**src/rtl/alu_arbiter.sv**
```systemverilog
// Two-requester round-robin arbiter and sequencer for a shared combinational ALU.
// Each accepted operation runs IDLE -> EXEC -> RESP and is returned only to its owner.
module alu_arbiter #(
  parameter int WIDTH   = 8,
  parameter int OPW     = 4,
  parameter int RR_INIT = 0
) (
  input  logic             CLK,
  input  logic             reset,
  input  logic             Req0Valid,
  input  logic [OPW-1:0]   Req0Op,
  input  logic [WIDTH-1:0] Req0A,
  input  logic [WIDTH-1:0] Req0B,
  input  logic [WIDTH-1:0] Req0C,
  output logic             Req0Ready,
  output logic             Resp0Valid,
  input  logic             Resp0Ready,
  output logic [WIDTH-1:0] Resp0Result,
  output logic             Resp0Ov,
  input  logic             Req1Valid,
  input  logic [OPW-1:0]   Req1Op,
  input  logic [WIDTH-1:0] Req1A,
  input  logic [WIDTH-1:0] Req1B,
  input  logic [WIDTH-1:0] Req1C,
  output logic             Req1Ready,
  output logic             Resp1Valid,
  input  logic             Resp1Ready,
  output logic [WIDTH-1:0] Resp1Result,
  output logic             Resp1Ov,
  output logic [OPW-1:0]   ALUOp,
  output logic [WIDTH-1:0] ALUSrcA,
  output logic [WIDTH-1:0] ALUSrcB,
  output logic [WIDTH-1:0] ALUSrcC,
  input  logic [WIDTH-1:0] Result,
  input  logic             OvOutALU,
  output logic             Busy
);

  localparam logic [1:0] IDLE = 2'd0;
  localparam logic [1:0] EXEC = 2'd1;
  localparam logic [1:0] RESP = 2'd2;
  localparam logic RR_BIT = (RR_INIT != 0) ? 1'b1 : 1'b0;

  logic [1:0]       state_r;
  logic             prio_r;   // requester favoured when both ask
  logic             owner_r;
  logic [OPW-1:0]   op_r;
  logic [WIDTH-1:0] a_r;
  logic [WIDTH-1:0] b_r;
  logic [WIDTH-1:0] c_r;
  logic [WIDTH-1:0] res_r;
  logic             ov_r;

  logic grant_vld_s;
  logic grant_id_s;
  logic resp_vld_s;
  logic resp_done_s;

  // Combinational grant in IDLE; masked while reset is asserted.
  always_comb begin
    grant_vld_s = 1'b0;
    grant_id_s  = 1'b0;
    if ((state_r == IDLE) && !reset) begin
      if (Req0Valid && Req1Valid) begin
        grant_vld_s = 1'b1;
        grant_id_s  = prio_r;
      end else if (Req0Valid) begin
        grant_vld_s = 1'b1;
        grant_id_s  = 1'b0;
      end else if (Req1Valid) begin
        grant_vld_s = 1'b1;
        grant_id_s  = 1'b1;
      end else begin
        grant_vld_s = 1'b0;
        grant_id_s  = 1'b0;
      end
    end else begin
      grant_vld_s = 1'b0;
      grant_id_s  = 1'b0;
    end
  end

  // Response side handshake decode for the current owner only.
  always_comb begin
    resp_vld_s  = 1'b0;
    resp_done_s = 1'b0;
    if ((state_r == RESP) && !reset) begin
      resp_vld_s  = 1'b1;
      resp_done_s = owner_r ? Resp1Ready : Resp0Ready;
    end else begin
      resp_vld_s  = 1'b0;
      resp_done_s = 1'b0;
    end
  end

  assign Req0Ready   = grant_vld_s && !grant_id_s;
  assign Req1Ready   = grant_vld_s &&  grant_id_s;
  assign Resp0Valid  = resp_vld_s && !owner_r;
  assign Resp1Valid  = resp_vld_s &&  owner_r;
  assign Resp0Result = owner_r ? {WIDTH{1'b0}} : res_r;
  assign Resp1Result = owner_r ? res_r : {WIDTH{1'b0}};
  assign Resp0Ov     = owner_r ? 1'b0 : ov_r;
  assign Resp1Ov     = owner_r ? ov_r : 1'b0;
  assign ALUOp       = op_r;
  assign ALUSrcA     = a_r;
  assign ALUSrcB     = b_r;
  assign ALUSrcC     = c_r;
  assign Busy        = (state_r != IDLE);

  // Sequencer state, operand drive registers and captured response.
  always_ff @(posedge CLK) begin
    if (reset) begin
      state_r <= IDLE;
      prio_r  <= RR_BIT;
      owner_r <= 1'b0;
      op_r    <= {OPW{1'b0}};
      a_r     <= {WIDTH{1'b0}};
      b_r     <= {WIDTH{1'b0}};
      c_r     <= {WIDTH{1'b0}};
      res_r   <= {WIDTH{1'b0}};
      ov_r    <= 1'b0;
    end else begin
      case (state_r)
        IDLE: begin
          if (grant_vld_s) begin
            op_r    <= grant_id_s ? Req1Op : Req0Op;
            a_r     <= grant_id_s ? Req1A  : Req0A;
            b_r     <= grant_id_s ? Req1B  : Req0B;
            c_r     <= grant_id_s ? Req1C  : Req0C;
            owner_r <= grant_id_s;
            prio_r  <= ~grant_id_s;
            state_r <= EXEC;
          end
        end
        EXEC: begin
          res_r   <= Result;
          ov_r    <= OvOutALU;
          state_r <= RESP;
        end
        RESP: begin
          if (resp_done_s) begin
            state_r <= IDLE;
          end
        end
        default: state_r <= IDLE;
      endcase
    end
  end

endmodule
```
**config.mk**
```make
export PLATFORM = sky130hd
export DESIGN_NAME = alu_arbiter
export DESIGN_NICKNAME = d
export VERILOG_FILES = /design/src/rtl/alu_arbiter.sv
export SDC_FILE = /design/constraint.sdc
export NUM_CORES = 1
export LEC_CHECK = 0
export CAP_MARGIN = 25
export CORE_MARGIN = 5
export CORE_UTILIZATION = 34
export CTS_CLUSTER_DIAMETER = 50
export DETAILED_ROUTE_END_ITERATION = 10
export PLACE_DENSITY = 0.81
export SLEW_MARGIN = 20
export SYNTH_ARGS = -nofsm -noshare
export SYNTH_HDL_FRONTEND = slang
export SYNTH_SLANG_ARGS = --single-unit
```
**constraint.sdc**
```tcl
create_clock -name CLK -period 1.6 [get_ports CLK]
set_clock_uncertainty 0.05 [all_clocks]
set_input_delay 0.32 -clock CLK [delete_from_list [all_inputs] [get_ports CLK]]
set_output_delay 0.32 -clock CLK [all_outputs]
set_load 0.05 [all_outputs]
```
* After elaboration in Yosys (flattened, before gate mapping)
Cells that the tools add are included.
Storage, ports and cells: memory bits (read-only) 0, memories 0, bits in latches 0, output and inout port bits 51, bits in writable memories 0, bits of input ports 71, word-level logic and storage cells 49, flip-flop bits (word level) 41
Operators by class: shift operators 0, $add $sub $neg 0, $lt $le $gt $ge 0, reductions and logical operators 14, multipliers 0, equal/unequal tests 4, bitwise gates (word level) 1, multiplexer cells 21, divide/modulo/power cells 0
Operators by type and width (count):
- $mux W8 | 5
- $mux W1 | 12
- $logic_and A1 B1 Y1 | 7
- $pmux W2 S3 | 1
- $mux W2 | 2
- $mux W4 | 1
- $ne A2 B2 Y1 const B | 2
- $reduce_and A2 Y1 | 2
- $logic_not A1 Y1 | 3
- $eq A2 B1 Y1 const B | 1
- $eq A2 B2 Y1 const B | 1
- $logic_not A2 Y1 | 1
- $reduce_bool A2 Y1 | 1
- $not A1 Y1 | 1

* Depth between registers and ports, before layout
Gate-level depths: netlist of run 1.
depth after elaboration 6, mapped depth 6, mapped depth without buffers 4

* Worst setup path after synthesis of run 1
OpenSTA, ideal clock, no wires.
path kind reg2out, start point register owner_r, end point output Resp1Valid, stages on the path, launching flop included 3, setup slack -916 ps, required time 1230 ps, path buffers 1, arrival 2146 ps, cell sequence dfxtp_1 clkbuf_1 nor4bb_1
On the way: cells in the longest elaborated chain, start to end 1
Ends and longest elaborated chain:
- start: declaration | RTL line 46 | logic owner_r;
- start signal: assignment | RTL line 130 | owner_r <= grant_id_s;
- $logic_and A1 B1 Y1 | RTL line 99 | assign Resp1Valid = resp_vld_s && owner_r;
- end: declaration | RTL line 26 | output logic Resp1Valid,
No other way between the ends.

* Worst setup path after layout of run 1
start point register state_r[0], end point output Req1Ready
On the way: cells in the longest elaborated chain, start to end 4, elaborated cells between the ends (all ways) 5, classes of those cells 2 x mux; 3 x reduce/logical
Ends and longest elaborated chain:
- start: declaration | RTL line 44 | logic [1:0] state_r;
- start signal: assignment | RTL line 113 | state_r <= IDLE;
- start signal: assignment | RTL line 132 | state_r <= EXEC;
- start signal: assignment | RTL line 138 | state_r <= RESP;
- $logic_not A2 Y1 (*) | RTL line 63 | if ((state_r == IDLE) && !reset) begin
- $logic_and A1 B1 Y1 (*) | RTL line 63
- $mux W1 | RTL line 63
- $logic_and A1 B1 Y1 (*) | RTL line 97 | assign Req1Ready = grant_vld_s && grant_id_s;
- end: declaration | RTL line 25 | output logic Req1Ready,
Every way passes the cells marked *; elsewhere a longest branch is shown, timed or not.

==> impl_metrics.env, run 1 <==
export IMPL_final_cell_area_um2=4060
export IMPL_crit_chain="nor2_4 > inv_4 > buf_6 > nor4_4 > buf_12 > buf_12"
export IMPL_via_count=2323
export IMPL_synth_edf_count=0
export IMPL_design_die_area_um2=7600
export IMPL_vdd_ir_drop_max_mv=0.490
export IMPL_post_drt_via_cell_ratio=5.32
export IMPL_hold_violations=0
export IMPL_wl_per_cell_um=16.4
export IMPL_netlist_top_cells_count="dfxtp_1 (41), nand2_1 (18), clkbuf_1 (17)"
export IMPL_max_slew_margin_rel_pct=51.0
export IMPL_failed_checks="negative setup slack"
export IMPL_grt_pass1_wl_um=11200
export IMPL_async_reset_ff_share_pct=0
export IMPL_synth_warnings=0
export IMPL_yosysSeqAreaShare_pct=40.5
export IMPL_postSynthRegisterBits=41
export IMPL_fin_nets=432
export IMPL_path_common_cell="buf_12"
export IMPL_final_critical_path_setup_slack_ns=-0.182
export IMPL_largest_net_degree_at_the_start_of_global_routing=17
export IMPL_vias_in_the_first_global_route=2335
export IMPL_power_per_cell_area_nw_per_um2=804
export IMPL_cts_htree_levels=2
export IMPL_detail_route_wirelength_um=7150
export IMPL_mappedNetlistNets=290
export IMPL_total_clock_buffers_created_by_cts=5
export IMPL_synth_top_cells_by_area="dfxtp_1 (41%), a311oi_1 (6.5%), a221o_1 (6.4%)"
export IMPL_fillerInstances=450
export IMPL_endpoint_kind="output pin"
export IMPL_boundaryPins=122
export IMPL_post_synth_top_area_cell="dfxtp_1"
export IMPL_max_clock_freq_mhz=561
export IMPL_floorplan_rows=28
export IMPL_path_class="reg2out"
export IMPL_highest_fanout_seen_on_the_critical_path=3
export IMPL_p_leak_uw=0.00169
export IMPL_timing_final_max_slew_violations=0
export IMPL_number_of_failing_setup_endpoints_in_the_final_timing_report=10
export IMPL_fin_total_pwr_uw=3260
export IMPL_worst_path_max_delay_cell="dfxtp_2"
export IMPL_overflow=0
export IMPL_req_time_crit_path_ns=1.23
export IMPL_synthCells=219
export IMPL_start_kind="register"
export IMPL_crit_path_max_incr_delay_ns=0.34
export IMPL_post_route_cells_drive_above_1_share_pct=32.0
export IMPL_flow_area_growth_from_synthesis_pct=100
export IMPL_max_clock_buf_depth=2
export IMPL_remaining_drc_errors=0
export IMPL_drt_first_iter_violations=145
export IMPL_core_area_um2=5850
export IMPL_gpl_final_weighted_congestion=0.760
export IMPL_antenna_cells_inserted=0
export IMPL_io_buffer_count=121
export IMPL_floorplan_die_width_um=87.2
export IMPL_flip_flop_and_latch_area_um2=827
export IMPL_synthesis_area_um2=2020
export IMPL_timing_worst_slew_pin_value_ns=0.735
export IMPL_die_height_um=87.2
export IMPL_ys_flop_type="dfxtp_1"
export IMPL_tritoncts="done"
export IMPL_synth_area_per_cell_um2=9.24
export IMPL_root_buffer="clkbuf_8"
export IMPL_cap_violations=0
export IMPL_multi_input_logic_area_um2=1120
export IMPL_grt_setup_unrepaired="yes"
export IMPL_drt_first_pass_iters=4
export IMPL_clock_latency_ns=0.29
export IMPL_hpwl_um=5460
export IMPL_clk_pin_slew_worst_paths_ns=0.08
export IMPL_drt_antenna_violating_nets=0
export IMPL_effective_utilization_at_floorplan_pct=34.6
export IMPL_detailed_place_area_um2=3810
export IMPL_global_route_usage_total_pct=18.7
export IMPL_synth_cell_types=34
export IMPL_number_of_antenna_violations_at_the_first_check_in_global_routing=0
export IMPL_layout_worst_path_cycle_share_pct=111
export IMPL_layout_min_cycle_time_ns=1.78
export IMPL_outcome="finished with violations"
export IMPL_yosysMostFrequentCell="dfxtp_1"
export IMPL_clkSinkCount=41
export IMPL_synth_top_cell_area_share_pct=40.5
export IMPL_critPathArrivalTime_ns=1.41
export IMPL_min_delay_path_class="reg2reg"
[registers in the layout, summed over array words and instances (netlist names)]
| register | flops |
|---|---|
| state_r | 2 |
| ov_r | 1 |
| ALUSrcB | 8 |
| owner_r | 1 |
| ALUSrcC | 8 |
| ALUSrcA | 8 |
| res_r | 8 |
| prio_r | 1 |
| ALUOp | 4 |
[final cells by class]
class | instances | area share (%)
Inverter | 4 | 0.432
Multi-Input combinational cell | 149 | 27.7
Clock buffer | 6 | 1.79
Tap cell | 75 | 2.31
Clock inverter | 2 | 0.247
Timing Repair Buffer | 160 | 47.2
Sequential cell | 41 | 20.4
[report_power, final]
part | switching [uW] | total, uW | internal, uW
registers | 97.4 | 1220 | 1120
clock network | 354 | 657 | 303
logic | 689 | 1390 | 703
total | 1140 | 3260 | 2120
[layer usage]
layer  part of all wire, %  track usage (%)
met5                     0                0
met4                   2.1             6.28
met3                   8.2             5.49
met2                    52             33.5
met1                    38             21.1
[repair_timing]
item,CTS,global route
buffers inserted,5,6
gates resized for setup,14,21
pin swaps,5,2
endpoints found under the setup margin,50,17
gates cloned,0,1
hold buffers,0,0
[through the flow]
step	hold WS, ns	setup TNS [ns]	cells	worst slack (ns)	util, %
finish	0.417	-0.877	437	-0.182	69.4
floorplan	0.390	-0.0997	219	-0.0521	-
detailed placement	0.409	-17.89	417	-0.664	65.1
global route	0.430	-1.95	437	-0.251	69.4
CTS	0.401	-0.586	430	-0.235	67.3
global placement	0.398	-16.24	417	-0.575	65.1
[cell families (layout without fill, tap and decap cells)]
family	count (synthesis)	in the layout	synth area share, %
AOI/OAI and AO/OA	100	100	38.2
and+or+nand+nor	48	48	14.1
DFF	41	41	40.5
buffers and inverters	29	172	6.67
muxes	1	1	0.494
[final timing paths]
path,slack [ns],end,cells after the start,start
max,-0.18,Req1Ready,6,state_r[0]$_SDFFE_PP0P_
min,0.42,ov_r$_SDFFE_PP0N_,2,ov_r$_SDFFE_PP0N_
max reg2reg,-0.06,ALUSrcA[6]$_SDFFE_PP0P_,8,state_r[0]$_SDFFE_PP0P_
min reg2reg,0.42,ov_r$_SDFFE_PP0N_,2,ov_r$_SDFFE_PP0N_
[cell usage in the layout, fill, tap and decap left out, types with 14 or more instances in the layout]
cell             Yosys  layout
o21ai_0             14      14
clkdlybuf4s50_1      0      67
dfxtp_1             41      38
o211ai_1            15      15
buf_4                1      38
nand2_1             18      18
a31oi_1             16      16
buf_12               0      39
a311oi_1            15      15
[worst max-delay path, delay by kind of cell (launching register included)]
family | cells | cell delay [ns]
buf+inv | 4 | 0.44
flops | 1 | 0.34
simple gates | 2 | 0.34
No activity file was read; power rests on OpenSTA's default activity.
==> inputs of run 2 (changes only) <==
--- a/config.mk
+++ b/config.mk
@@ -6,7 +6,6 @@
 export NUM_CORES = 1
 export LEC_CHECK = 0
 export CAP_MARGIN = 25
-export CORE_MARGIN = 5
 export CORE_UTILIZATION = 34
 export CTS_CLUSTER_DIAMETER = 50
 export DETAILED_ROUTE_END_ITERATION = 10
@@ -15,3 +14,4 @@
 export SYNTH_ARGS = -nofsm -noshare
 export SYNTH_HDL_FRONTEND = slang
 export SYNTH_SLANG_ARGS = --single-unit
+export TNS_END_PERCENT = 10
==> run 2 against run 1 <==
Net effect: critical path type is now in2out; total power shrank 3.9%; maximum frequency grew 6.1%; the flow still finishes with violations (negative setup slack); via count shrank 3.4%; hold slack lost 0.0032 ns; sequential cell count is the same; global-route usage grew 2.4 points.
==> impl_metrics.env, run 2 (synthesis gave the netlist of run 1 again) <==
export IMPL_power_per_cell_area_nw_per_um2=823
export IMPL_highest_fanout_seen_on_the_critical_path=4
export IMPL_io_buffer_count=121
export IMPL_fin_nets=419
export IMPL_overflow=0
export IMPL_root_buffer="clkbuf_8"
export IMPL_gpl_final_weighted_congestion=0.745
export IMPL_hold_path_endpoint="res_r[4]$_SDFFE_PP0N_"
export IMPL_number_of_failing_setup_endpoints_in_the_final_timing_report=4
export IMPL_failed_checks="negative setup slack"
export IMPL_max_slew_margin_rel_pct=56.9
export IMPL_global_route_usage_total_pct=21.1
export IMPL_remaining_drc_errors=0
export IMPL_layout_min_cycle_time_ns=1.68
export IMPL_post_drt_via_cell_ratio=5.34
export IMPL_total_clock_buffers_created_by_cts=5
export IMPL_req_time_crit_path_ns=1.23
export IMPL_max_clock_freq_mhz=595
export IMPL_design_die_area_um2=6270
export IMPL_postCtsHoldBufs=0
export IMPL_vias_in_the_first_global_route=2235
export IMPL_timing_final_max_slew_violations=0
export IMPL_drt_first_pass_iters=4
export IMPL_reg2reg_depth=6
export IMPL_worstReg2RegStart="prio_r$_SDFFE_PP0P_"
export IMPL_max_clock_buf_depth=2
export IMPL_boundaryPins=122
export IMPL_antenna_cells_inserted=0
export IMPL_critPathArrivalTime_ns=1.31
export IMPL_crit_chain="dlygate4sd2_1 > nor2b_2 > nor4_4 > buf_6 > buf_12"
export IMPL_hold_start="res_r[4]$_SDFFE_PP0N_"
export IMPL_core_area_um2=5610
export IMPL_flow_area_growth_from_synthesis_pct=88.3
export IMPL_tritoncts="done"
export IMPL_r2r_slack_ns=0.08
export IMPL_layout_worst_path_cycle_share_pct=105
export IMPL_cap_violations=0
export IMPL_drt_antenna_violating_nets=0
export IMPL_final_critical_path_setup_slack_ns=-0.0802
export IMPL_wl_per_cell_um=15.1
export IMPL_multi_input_logic_area_um2=1100
export IMPL_hpwl_um=4790
export IMPL_hold_path_depth=2
export IMPL_number_of_antenna_violations_at_the_first_check_in_global_routing=0
export IMPL_via_count=2243
export IMPL_flip_flop_and_latch_area_um2=826
export IMPL_clkSinkCount=41
export IMPL_clock_latency_ns=0.28
export IMPL_p_leak_uw=0.00159
export IMPL_hold_violations=0
export IMPL_final_cell_mix="clkdlybuf4s50_1 (67), buf_4 (42), dfxtp_1 (37), buf_12 (32), nand2_1 (18)"
export IMPL_fin_total_pwr_uw=3140
export IMPL_largest_net_degree_at_the_start_of_global_routing=21
export IMPL_grt_pass1_wl_um=10600
export IMPL_worst_path_max_delay_cell="dlygate4sd2_1"
export IMPL_floorplan_die_width_um=79.2
export IMPL_most_common_cell_after_layout_fill_and_taps_aside="clkdlybuf4s50_1"
export IMPL_effective_utilization_at_floorplan_pct=36.1
export IMPL_path_class="in2out"
export IMPL_endpoint_kind="output pin"
export IMPL_start_kind="input pin"
export IMPL_floorplan_rows=27
export IMPL_min_delay_path_class="reg2reg"
export IMPL_r2r_end="ALUSrcB[5]$_SDFFE_PP0P_"
export IMPL_crit_path_max_incr_delay_ns=0.27
export IMPL_grt_setup_unrepaired="yes"
export IMPL_postLayoutCoreUtil_pct=68.0
export IMPL_outcome="finished with violations"
export IMPL_fillerInstances=471
export IMPL_timing_worst_slew_pin_value_ns=0.646
export IMPL_whs_ns=0.414
export IMPL_drt_first_iter_violations=73
export IMPL_detail_route_wirelength_um=6320
export IMPL_cts_htree_levels=2
export IMPL_clk_pin_slew_worst_paths_ns=0.07
export IMPL_worst_setup_path_startpoint="Req0Valid"
export IMPL_die_height_um=79.2
export IMPL_vdd_ir_drop_max_mv=0.514
export IMPL_post_route_cells_drive_above_1_share_pct=28.2
export IMPL_setup_tns_ns=-0.208
run 2: changes by cell type in the layout (fill, tap and decap cells not counted), moves of 2 or more:
cell      previous run  this run
dfxtp_2              2         4
clkinv_2             2         0
and2_1               6         9
and2_4               3         0
buf_4               38        42
buf_6               11         1
buf_12              39        32
nor2b_1              8        10
nor2b_2              3         1
run 2: where the power goes:
group / internal [uW] / total (uW) / leakage [uW] / switching, uW
clock: 342 / 672 / 0.0000443 / 330
combinational: 598 / 1270 / 0.00120 / 667
sequential: 1120 / 1200 / 0.000339 / 81.4
total: 2060 / 3140 / 0.00159 / 1080
run 2: critical path, delay by kind of cell:
family / cells / cell delay [ns]
AND/OR/NAND/NOR: 2 / 0.43
buffers and inverters: 3 / 0.56
run 2: worst max path at each step:
stage,endpoint,cells past startpoint
3_5_place_dp,ALUOp[1]$_SDFFE_PP0P_,5
2_1_floorplan,Req0Ready,4
3_3_place_gp,ALUSrcA[7]$_SDFFE_PP0P_,5
5_1_grt,Req0Ready,4
6_report,Req1Ready,5
4_1_cts,Req0Ready,4
run 2: repair_timing:
action,CTS,global route
gates resized for setup,7,6
setup endpoints to repair,34,14
setup buffers,2,3
pin swaps,4,5
run 2: layer usage:
layer | vias up | track usage, % | routed length, um
li1 | 1105 | - | -
met1 | 1017 | 25.2 | 2530
met2 | 116 | 36.9 | 3190
met3 | 5 | 6.32 | 548
met4 | 0 | 4.91 | 51
met5 | - | 0 | 0
run 2: area by class of cell:
type,count,area share (%)
timing repair buffer,147,44.4
multi-input combinational,149,28.9
clock buffer,7,2.26
inverter,4,0.459
tap,72,2.36
sequential,41,21.7
run 2: stage by stage:
stage | setup WS (ns) | instances | area, um^2
after floorplan | -0.0764 | 219 | 2050
after global placement | -0.620 | 408 | 3660
after detailed placement | -0.709 | 408 | 3660
after CTS | -0.160 | 417 | 3770
after global routing | -0.138 | 420 | 3810
final | -0.0802 | 420 | 3810
